===== config.mk =====
export PLATFORM = sky130hd
export DESIGN_NAME = rate_ticker
export DESIGN_NICKNAME = d
export VERILOG_FILES = /design/src/rtl/rate_ticker_pkg.sv /design/src/rtl/rate_limit_table.sv /design/src/rtl/rate_ticker.sv
export SDC_FILE = /design/constraint.sdc
export NUM_CORES = 1
export LEC_CHECK = 0
export CAP_MARGIN = 20
export CORE_ASPECT_RATIO = 2
export CORE_MARGIN = 2
export CORE_UTILIZATION = 45
export CTS_CLUSTER_DIAMETER = 60
export DETAILED_ROUTE_END_ITERATION = 8
export HOLD_SLACK_MARGIN = 0.08
export PLACE_DENSITY = 0.67
export SLEW_MARGIN = 20
export SYNTH_ARGS = -nofsm -noshare
export SYNTH_HDL_FRONTEND = slang
export SYNTH_SLANG_ARGS = --single-unit

===== constraint.sdc =====
create_clock -name clk -period 2.35 [get_ports clk]
set_input_delay 0.5875 -clock clk [delete_from_list [all_inputs] [get_ports clk]]
set_output_delay 0.5875 -clock clk [all_outputs]
set_load 0.005 [all_outputs]

===== src/rtl/rate_ticker_pkg.sv =====
// -----------------------------------------------------------------------------
// rate_ticker_pkg
//
// Shared definitions for the rate_ticker block:
//   - state_e        : FSM state encoding (IDLE / RUN)
//   - MODE_*         : values of the i_mode input
//   - rate_limit()   : elaboration-time helper that returns the terminal count
//                      of rate index k, i.e. 2**(shift_base+k) - 1
// -----------------------------------------------------------------------------
package rate_ticker_pkg;

    typedef enum logic [0:0] {
        ST_IDLE = 1'b0,
        ST_RUN  = 1'b1
    } state_e;

    localparam logic MODE_PERIODIC = 1'b0;
    localparam logic MODE_ONESHOT  = 1'b1;

    // Terminal count for rate index k. The exponent is clamped to the counter
    // width so that a mis-parametrised instance still yields an all-ones limit
    // instead of wrapping to a tiny value.
    function automatic logic [63:0] rate_limit(input int nb_count,
                                               input int shift_base,
                                               input int k);
        int exp_bits;
        exp_bits = shift_base + k;
        if (exp_bits > nb_count) begin
            exp_bits = nb_count;
        end
        return (64'd1 << exp_bits) - 64'd1;
    endfunction

endpackage : rate_ticker_pkg


===== src/rtl/rate_limit_table.sv =====
// -----------------------------------------------------------------------------
// rate_limit_table
//
// Combinational selector-to-limit lookup. Every selector code gets a slot;
// codes at or above N_RATES are clamped onto the slowest rate (N_RATES-1).
//
// Ports:
//   sel_i   [NB_SEL-1:0]   rate index
//   limit_o [NB_COUNT-1:0] terminal count for that rate
// -----------------------------------------------------------------------------
module rate_limit_table #(
    parameter int NB_COUNT   = 32,
    parameter int N_RATES    = 4,
    parameter int NB_SEL     = 2,
    parameter int SHIFT_BASE = 22
) (
    input  logic [NB_SEL-1:0]   sel_i,
    output logic [NB_COUNT-1:0] limit_o
);
    import rate_ticker_pkg::*;

    localparam int N_SLOTS = 2 ** NB_SEL;

    logic [NB_COUNT-1:0] lim_tab [N_SLOTS];

    // All limits are elaboration-time constants; the table collapses to a
    // small constant mux after synthesis.
    generate
        for (genvar gi = 0; gi < N_SLOTS; gi++) begin : g_slot
            localparam int K = (gi < N_RATES) ? gi : (N_RATES - 1);
            assign lim_tab[gi] = NB_COUNT'(rate_limit(NB_COUNT, SHIFT_BASE, K));
        end
    endgenerate

    assign limit_o = lim_tab[sel_i];

endmodule : rate_limit_table


===== src/rtl/rate_ticker.sv =====
// -----------------------------------------------------------------------------
// rate_ticker
//
// Run-time selectable power-of-two clock divider producing a one-cycle tick
// (used downstream as a shift enable). Periodic or one-shot operation, start
// trigger, synchronous clear, glitch-free rate switching and a wrapping tick
// event counter.
//
// Ports:
//   clk            in   system clock, rising edge
//   i_ck_reset     in   asynchronous active-low reset
//   i_count_enable in   counting enable; low pauses without losing state
//   i_count_sel    in   rate index (values >= N_RATES select the slowest rate)
//   i_mode         in   0 = periodic, 1 = one-shot
//   i_start        in   one-shot trigger, honoured only while idle
//   i_clear        in   synchronous clear back to idle
//   o_tick         out  one-cycle pulse at each terminal count
//   o_busy         out  high while running
//   o_tick_count   out  ticks since reset/clear, wraps
// -----------------------------------------------------------------------------
module rate_ticker #(
    parameter int NB_COUNT   = 32,
    parameter int N_RATES    = 4,
    parameter int NB_SEL     = 2,
    parameter int SHIFT_BASE = 22,
    parameter int NB_TICKS   = 8
) (
    input  logic                clk,
    input  logic                i_ck_reset,
    input  logic                i_count_enable,
    input  logic [NB_SEL-1:0]   i_count_sel,
    input  logic                i_mode,
    input  logic                i_start,
    input  logic                i_clear,
    output logic                o_tick,
    output logic                o_busy,
    output logic [NB_TICKS-1:0] o_tick_count
);
    import rate_ticker_pkg::*;

    // Value held by the limit register while reset is asserted. Once out of
    // reset the idle state reloads it from the selector on every edge.
    localparam logic [NB_COUNT-1:0] RESET_LIMIT =
        NB_COUNT'(rate_limit(NB_COUNT, SHIFT_BASE, 0));

    state_e              state_q, state_d;
    logic [NB_COUNT-1:0] count_q, count_d;
    logic [NB_COUNT-1:0] limit_q, limit_d;
    logic                tick_q, tick_d;
    logic [NB_TICKS-1:0] tick_cnt_q, tick_cnt_d;

    logic [NB_COUNT-1:0] sel_limit;
    logic                terminal;
    logic                start_run;

    rate_limit_table #(
        .NB_COUNT   (NB_COUNT),
        .N_RATES    (N_RATES),
        .NB_SEL     (NB_SEL),
        .SHIFT_BASE (SHIFT_BASE)
    ) u_limit_table (
        .sel_i   (i_count_sel),
        .limit_o (sel_limit)
    );

    // Terminal count compares against the latched limit, never the live
    // selector, so a rate change mid-period cannot shorten or stretch it.
    assign terminal  = (state_q == ST_RUN) && i_count_enable && (count_q == limit_q);
    assign start_run = ((i_mode == MODE_PERIODIC) && i_count_enable) || i_start;

    // -------------------------------------------------------------------------
    // FSM: state register
    // -------------------------------------------------------------------------
    always_ff @(posedge clk or negedge i_ck_reset) begin
        if (!i_ck_reset) begin
            state_q <= ST_IDLE;
        end else begin
            state_q <= state_d;
        end
    end

    // -------------------------------------------------------------------------
    // FSM: next-state logic
    // -------------------------------------------------------------------------
    always_comb begin
        state_d = state_q;
        if (i_clear) begin
            state_d = ST_IDLE;
        end else begin
            case (state_q)
                ST_IDLE: begin
                    if (start_run) begin
                        state_d = ST_RUN;
                    end
                end
                ST_RUN: begin
                    // Mode is sampled only at the terminal count.
                    if (terminal && (i_mode == MODE_ONESHOT)) begin
                        state_d = ST_IDLE;
                    end
                end
                default: state_d = ST_IDLE;
            endcase
        end
    end

    // -------------------------------------------------------------------------
    // FSM: datapath / output next-state logic
    // -------------------------------------------------------------------------
    always_comb begin
        count_d    = count_q;
        limit_d    = limit_q;
        tick_d     = 1'b0;
        tick_cnt_d = tick_cnt_q;

        if (i_clear) begin
            // Clear wins over a coincident terminal count: no tick, count zeroed.
            count_d    = '0;
            limit_d    = sel_limit;
            tick_cnt_d = '0;
        end else if (state_q == ST_IDLE) begin
            // The IDLE->RUN edge itself is not a counting edge.
            count_d = '0;
            limit_d = sel_limit;
        end else if (i_count_enable) begin
            if (terminal) begin
                count_d    = '0;
                limit_d    = sel_limit;
                tick_d     = 1'b1;
                tick_cnt_d = tick_cnt_q + NB_TICKS'(1);
            end else begin
                count_d = count_q + NB_COUNT'(1);
            end
        end
    end

    // -------------------------------------------------------------------------
    // Datapath registers
    // -------------------------------------------------------------------------
    always_ff @(posedge clk or negedge i_ck_reset) begin
        if (!i_ck_reset) begin
            count_q    <= '0;
            limit_q    <= RESET_LIMIT;
            tick_q     <= 1'b0;
            tick_cnt_q <= '0;
        end else begin
            count_q    <= count_d;
            limit_q    <= limit_d;
            tick_q     <= tick_d;
            tick_cnt_q <= tick_cnt_d;
        end
    end

    // -------------------------------------------------------------------------
    // Outputs (all taken straight from registers)
    // -------------------------------------------------------------------------
    always_comb begin
        o_busy       = (state_q == ST_RUN);
        o_tick       = tick_q;
        o_tick_count = tick_cnt_q;
    end

endmodule : rate_ticker

Yosys cells after proc, flatten, opt, wreduce, memory -nomap -nowiden
Cells that the tools add are included.
Cells by class
  $add $sub $neg: 2
  $lt $le $gt $ge: 1
  eq/ne operators: 3
  mux-type cells: 23
  bitwise gates (word level): 3
  reductions and logical operators: 10
Operators with widths (count)
  $mux 32: 10
  $bmux 32 s2: 1
  $add 32x1->32 const B: 1
  $eq 32x32->1: 1
  $mux 8: 4
  $add 8x1->8 const B: 1
  $mux 1: 7
  $reduce_bool 2->1: 3
  $logic_and 1x1->1: 4
  $ge 3x3->1 const B: 1
  $ne 3x2->1 const B: 1
  $ne 3x3->1 const B: 1
  $not 2->3: 1
  $reduce_and 3->1: 1
  $not 1->1: 2
  $pmux 1 s2: 1
  $reduce_and 2->1: 1
  $logic_or 1x1->1: 1
Word-level totals
  bits in registers: 74
  output and inout port bits: 10
  word-level logic and storage cells: 47

Depth between registers and ports, before layout
Gate-level depths: netlist (run 1).
  depth after elaboration: 8
  depth in mapped cells: 8
  mapped depth without buffers: 6

Modules after synthesis
Synthesis (run 1) repeated with hierarchy kept, for this count alone.
Unflattened totals
  cells, all modules: 374
  area total of the unflattened synthesis: 4032.6 um2
Modules (own cells, without submodules)
  rate_ticker: times used 1, cells each 340, area each 3786.1 um2, seq. area each 1879.3 um2
  rate_limit_table: times used 1, cells each 34, area each 246.5 um2, seq. area each 0.0 um2

Worst setup path before layout (run 1)
OpenSTA, ideal clock, no wires.
  path kind: register to register
  start point: register count_q[0]
  end point: register limit_q[23]
  setup time: 0.125 ns
  arrival: 2.210 ns
  required time: 2.225 ns
  path slack: 0.016 ns
  cell stages (with the launch flop): 8
  buffers on the path: 1
  cells stage by stage: dfrtp_1 ha_1 nand2_1 or4_1 or4_4 or2b_1 buf_2 mux2_2
On the way
  cells in the longest elaborated chain, start to end: 4
RTL lines
  from (decl): line rate_ticker.sv:47  | logic [NB_COUNT-1:0] count_q, count_d;
  from (signal assigned): line rate_ticker.sv:147  | count_q <= count_d;
  $eq 32x32->1: line rate_ticker.sv:68  | assign terminal = (state_q == ST_RUN) && i_count_enable && (count_q == limit_q);
  $logic_and 1x1->1: line rate_ticker.sv:68
  $ne 3x2->1 (no line)
  $reduce_and 2->1 (no line)
  to (signal assigned): line rate_ticker.sv:148  | limit_q <= limit_d;
  to (decl): line rate_ticker.sv:48  | logic [NB_COUNT-1:0] limit_q, limit_d;
Every way passes these cells.
A chain may end at the register's enable or synchronous reset.

Worst setup path after layout (run 1)
  start point: register count_q[0]
  end point: register tick_cnt_q[4] (netlist: o_tick_count[4])
On the way
  cells in the longest elaborated chain, start to end: 4
RTL lines
  $eq 32x32->1: line rate_ticker.sv:68
  $logic_and 1x1->1: line rate_ticker.sv:68
  $reduce_bool 2->1 (no line)
  $reduce_and 3->1 (no line)
  to (signal assigned): line rate_ticker.sv:150  | tick_cnt_q <= tick_cnt_d;
  to (decl): line rate_ticker.sv:50  | logic [NB_TICKS-1:0] tick_cnt_q, tick_cnt_d;
Every way passes these cells.

==> results of run 1 <==
==> registers in the layout (all words and copies together) (netlist names) <==
register and cells:
o_tick_count 8, o_busy 1, o_tick 1, limit_q 3
count_q 32
==> Yosys cell counts, drive strengths merged (3+ instances only) <==
cell,number,area share [%]
nor3,7,1.5
nor4,4,1.1
dfrtp,45,48
xor2,19,7.0
mux2i,3,1.3
and2,5,1.3
xnor2,14,5.2
or3,5,1.4
o21ai,5,1.1
or4,5,1.8
nand4,19,5.6
buf,5,1.4
and4,4,1.5
nand2,10,1.6
clkbuf,5,0.79
nor2,39,6.2
a21oi,8,1.7
nand2b,3,0.79
and3,5,1.3
nand3,16,3.4
inv,6,0.95
==> logic make-up (layout without fill, tap and decap cells) <==
family / Yosys count / in the layout / share of synthesized area, %
AND/OR/NAND/NOR: 129 / 130 / 29.5
XOR/XNOR: 33 / 33 / 12.2
adder cells (fa/ha/maj): 2 / 2 / 1.06
AO/OA/AOI/OAI: 18 / 18 / 4.61
multiplexers: 4 / 4 / 1.75
flip-flops: 45 / 45 / 47.6
buffers and inverters: 16 / 63 / 3.18
==> per-stage QoR <==
| step | hold slack (ns) | std cells |
|---|---|---|
| 2_1_floorplan | 0.292 | 247 |
| 3_3_place_gp | 0.521 | 344 |
| 3_5_place_dp | 0.523 | 344 |
| 4_1_cts | 0.371 | 352 |
| 5_1_grt | 0.395 | 353 |
| 6_report | 0.349 | 353 |
==> metal layers <==
| layer | wire length [um] | vias up | part of all wire [%] |
|---|---|---|---|
| met5 | 0 | - | 0 |
| met4 | 253 | 0 | 4.5 |
| met3 | 130 | 17 | 2.3 |
| met2 | 3130 | 32 | 56 |
| met1 | 2120 | 995 | 38 |
| li1 | - | 964 | - |
==> timing repair <==
| action | CTS | global route |
|---|---|---|
| hold endpoints to repair | 0 | 0 |
| pin swaps | 2 | 0 |
| gates resized for setup | 9 | 2 |
| setup endpoints to repair | 38 | 6 |
| gates cloned | 1 | 0 |
| buffers inserted | 0 | 1 |
==> worst max path at each step <==
stage / end / slack [ns]
2_1_floorplan: limit_q[23] / 0.02
3_3_place_gp: count_q[13] / -0.44
3_5_place_dp: count_q[13] / -0.49
4_1_cts: o_tick_count[4] / 0.02
5_1_grt: o_tick_count[4] / -0.01
6_report: o_tick_count[4] / 0.02
==> cells in the final DEF (no fill, tap or decap), types with 2 or more instances in the layout <==
cell	n
and4_1	3
and2_1	5
clkbuf_8	6
ha_1	2
inv_1	6
nand3_1	16
o21ai_0	5
nand2_1	10
dfrtp_1	45
nand4_1	17
nand2b_1	3
or4_2	2
nor4_2	3
a21oi_1	8
and3_1	5
xnor2_1	14
or4_4	3
nor3_1	7
buf_6	2
mux2i_1	3
buf_4	31
clkdlybuf4s50_1	15
nor2_1	39
or3_1	4
xor2_1	19
nand4_2	2
nor2b_1	2
==> report_power, final <==
| group | total, mW | leakage, nW | switching, mW | internal (mW) |
|---|---|---|---|---|
| Combinational | 0.0843 | 0.585 | 0.0486 | 0.0357 |
| Clock | 0.490 | 0.0443 | 0.257 | 0.234 |
| Sequential | 0.786 | 0.620 | 0.00579 | 0.780 |
==> critical path: cells and delay by family, from the launching register on <==
kind                     cells  cell delay, ns
AND/OR/NAND/NOR              4            1.53
flip-flops                   1            0.37
adder cells (fa/ha/maj)      1            0.19
AO/OA/AOI/OAI                1            0.17
==> final cells by class <==
cell class / instances / area, um^2
timing repair buffer: 50 / 419
sequential: 45 / 1130
inverter: 6 / 22.5
tap: 58 / 72.6
multi-input combinational: 187 / 1220
fill: 454 / 2150
clock buffer: 7 / 86.3
==> impl_metrics.ini, run 1 <==
[run_status]
status = finished clean

[worst_setup_path]
arrival_ns = 2.55
end_kind = register
start_kind = register
cp_common_cell = or4_4
crit_type = reg -> reg
r2r_cells = 6
path_max_fanout = 6
cp-startpoint = count_q[0]
slowest_stage = or4_4
reg2reg_to = o_tick_count[4]
r2r_slack_ns = 0.02
slowest_delay_ns = 0.50
required_ns = 2.58
path_cells = ha_1 -> nand2_1 -> or4_4 -> or4_4 -> or3_2 -> a21oi_1
reg2reg_from = count_q[0]

[place]
dpl_cell_area_um2 = 2790
dp.final_hpwl_um = 4120
place_ws_ns = -0.492
finalWeightedCongestion = 0.860
portBuffers = 17

[clock_tree]
clock_sinks = 45
cts-buffers-inserted = 5
cts-htree-levels = 2
clkSlewWorstSetupHoldPaths_ns = 0.08
cts-hold-fix-buffers = 0
clk-insertion-delay-late_ns = 0.31
cts_buffer_depth = 2
tritoncts = yes
ctsRootBufferMaster = clkbuf_8

[logic_synthesis]
ys_async_sr_fraction_pct = 100
seq_area_frac_synth_pct = 47.6
synth_cell_types = 41
synth-edff-count = 0
netlist_area_um2 = 2360
syn_area_per_cell_um2 = 9.57
ys_seq_elements = 45
ys_warn_count = 0
synth_nets = 257
syn_inst = 247
yosys_most_used_dff = dfrtp_1

[route]
firstDrtPassIters = 4
routed-via-count = 2008
antenna_left = 0
avgRoutedWirePerCell_um = 16.0
drt_wl_total_um = 5630
drc = 0
drtIter0Drc = 87
via_per_inst = 5.69

[global_routing]
grt_use_met1_pct = 21.2
grt_use_total_pct = 20.9
use_met2_pct = 38.4
grt_max_degree = 46
grt_pass1_wl_um = 9600
first_global_vias = 2112
grt-busiest-layer = met2
grt_antenna_before_repair = 0
grt_use_met3_pct = 3.28
grt_overflow = 0

[floorplan]
core_area_um2 = 5090
chipHeight_um = 106
top_level_ports = 18
die_area_um2 = 5880
die_w_um = 55.2
initial_core_util_pct = 46.4
rows = 37

[timing]
final.min_clock_period_ns = 2.33
setup_tns_ns = 0
hold_viol = 0
maxSlewViolCount = 0
relSlewSlack_pct = 60.2
fin_ws_ns = 0.0227
finalClockSkew_ns = 0.00975
tightest_slew_ns = 0.592
rsz0062_at_grt = true
post-route-period-util_pct = 99.0
fmax_ghz = 0.430
setup_viol_count_final = 0

[finish]
drive_gt1_share_pct = 19.7
syn_to_final_growth_pct = 24.5
diodes = 0
final_nets = 305
final_core_util_pct = 57.8
stdcell_area_um2 = 2940

[power]
powerDensity_nw_per_um2 = 462
total_power_mw = 1.36
p_leak_nw = 1.25
ir_drop_mv = 0.417

[job]
max_cap_violations = 0

[hold_path]
hp-class = in -> async
Note: power is estimated with default switching activity, not from simulation.
==> run 2, diff against run 1 <==
Settings changed: CAP_MARGIN 20 to default.
==> results of run 2 <==
No change in the layout: final DEF, timing and power equal those of run 1.
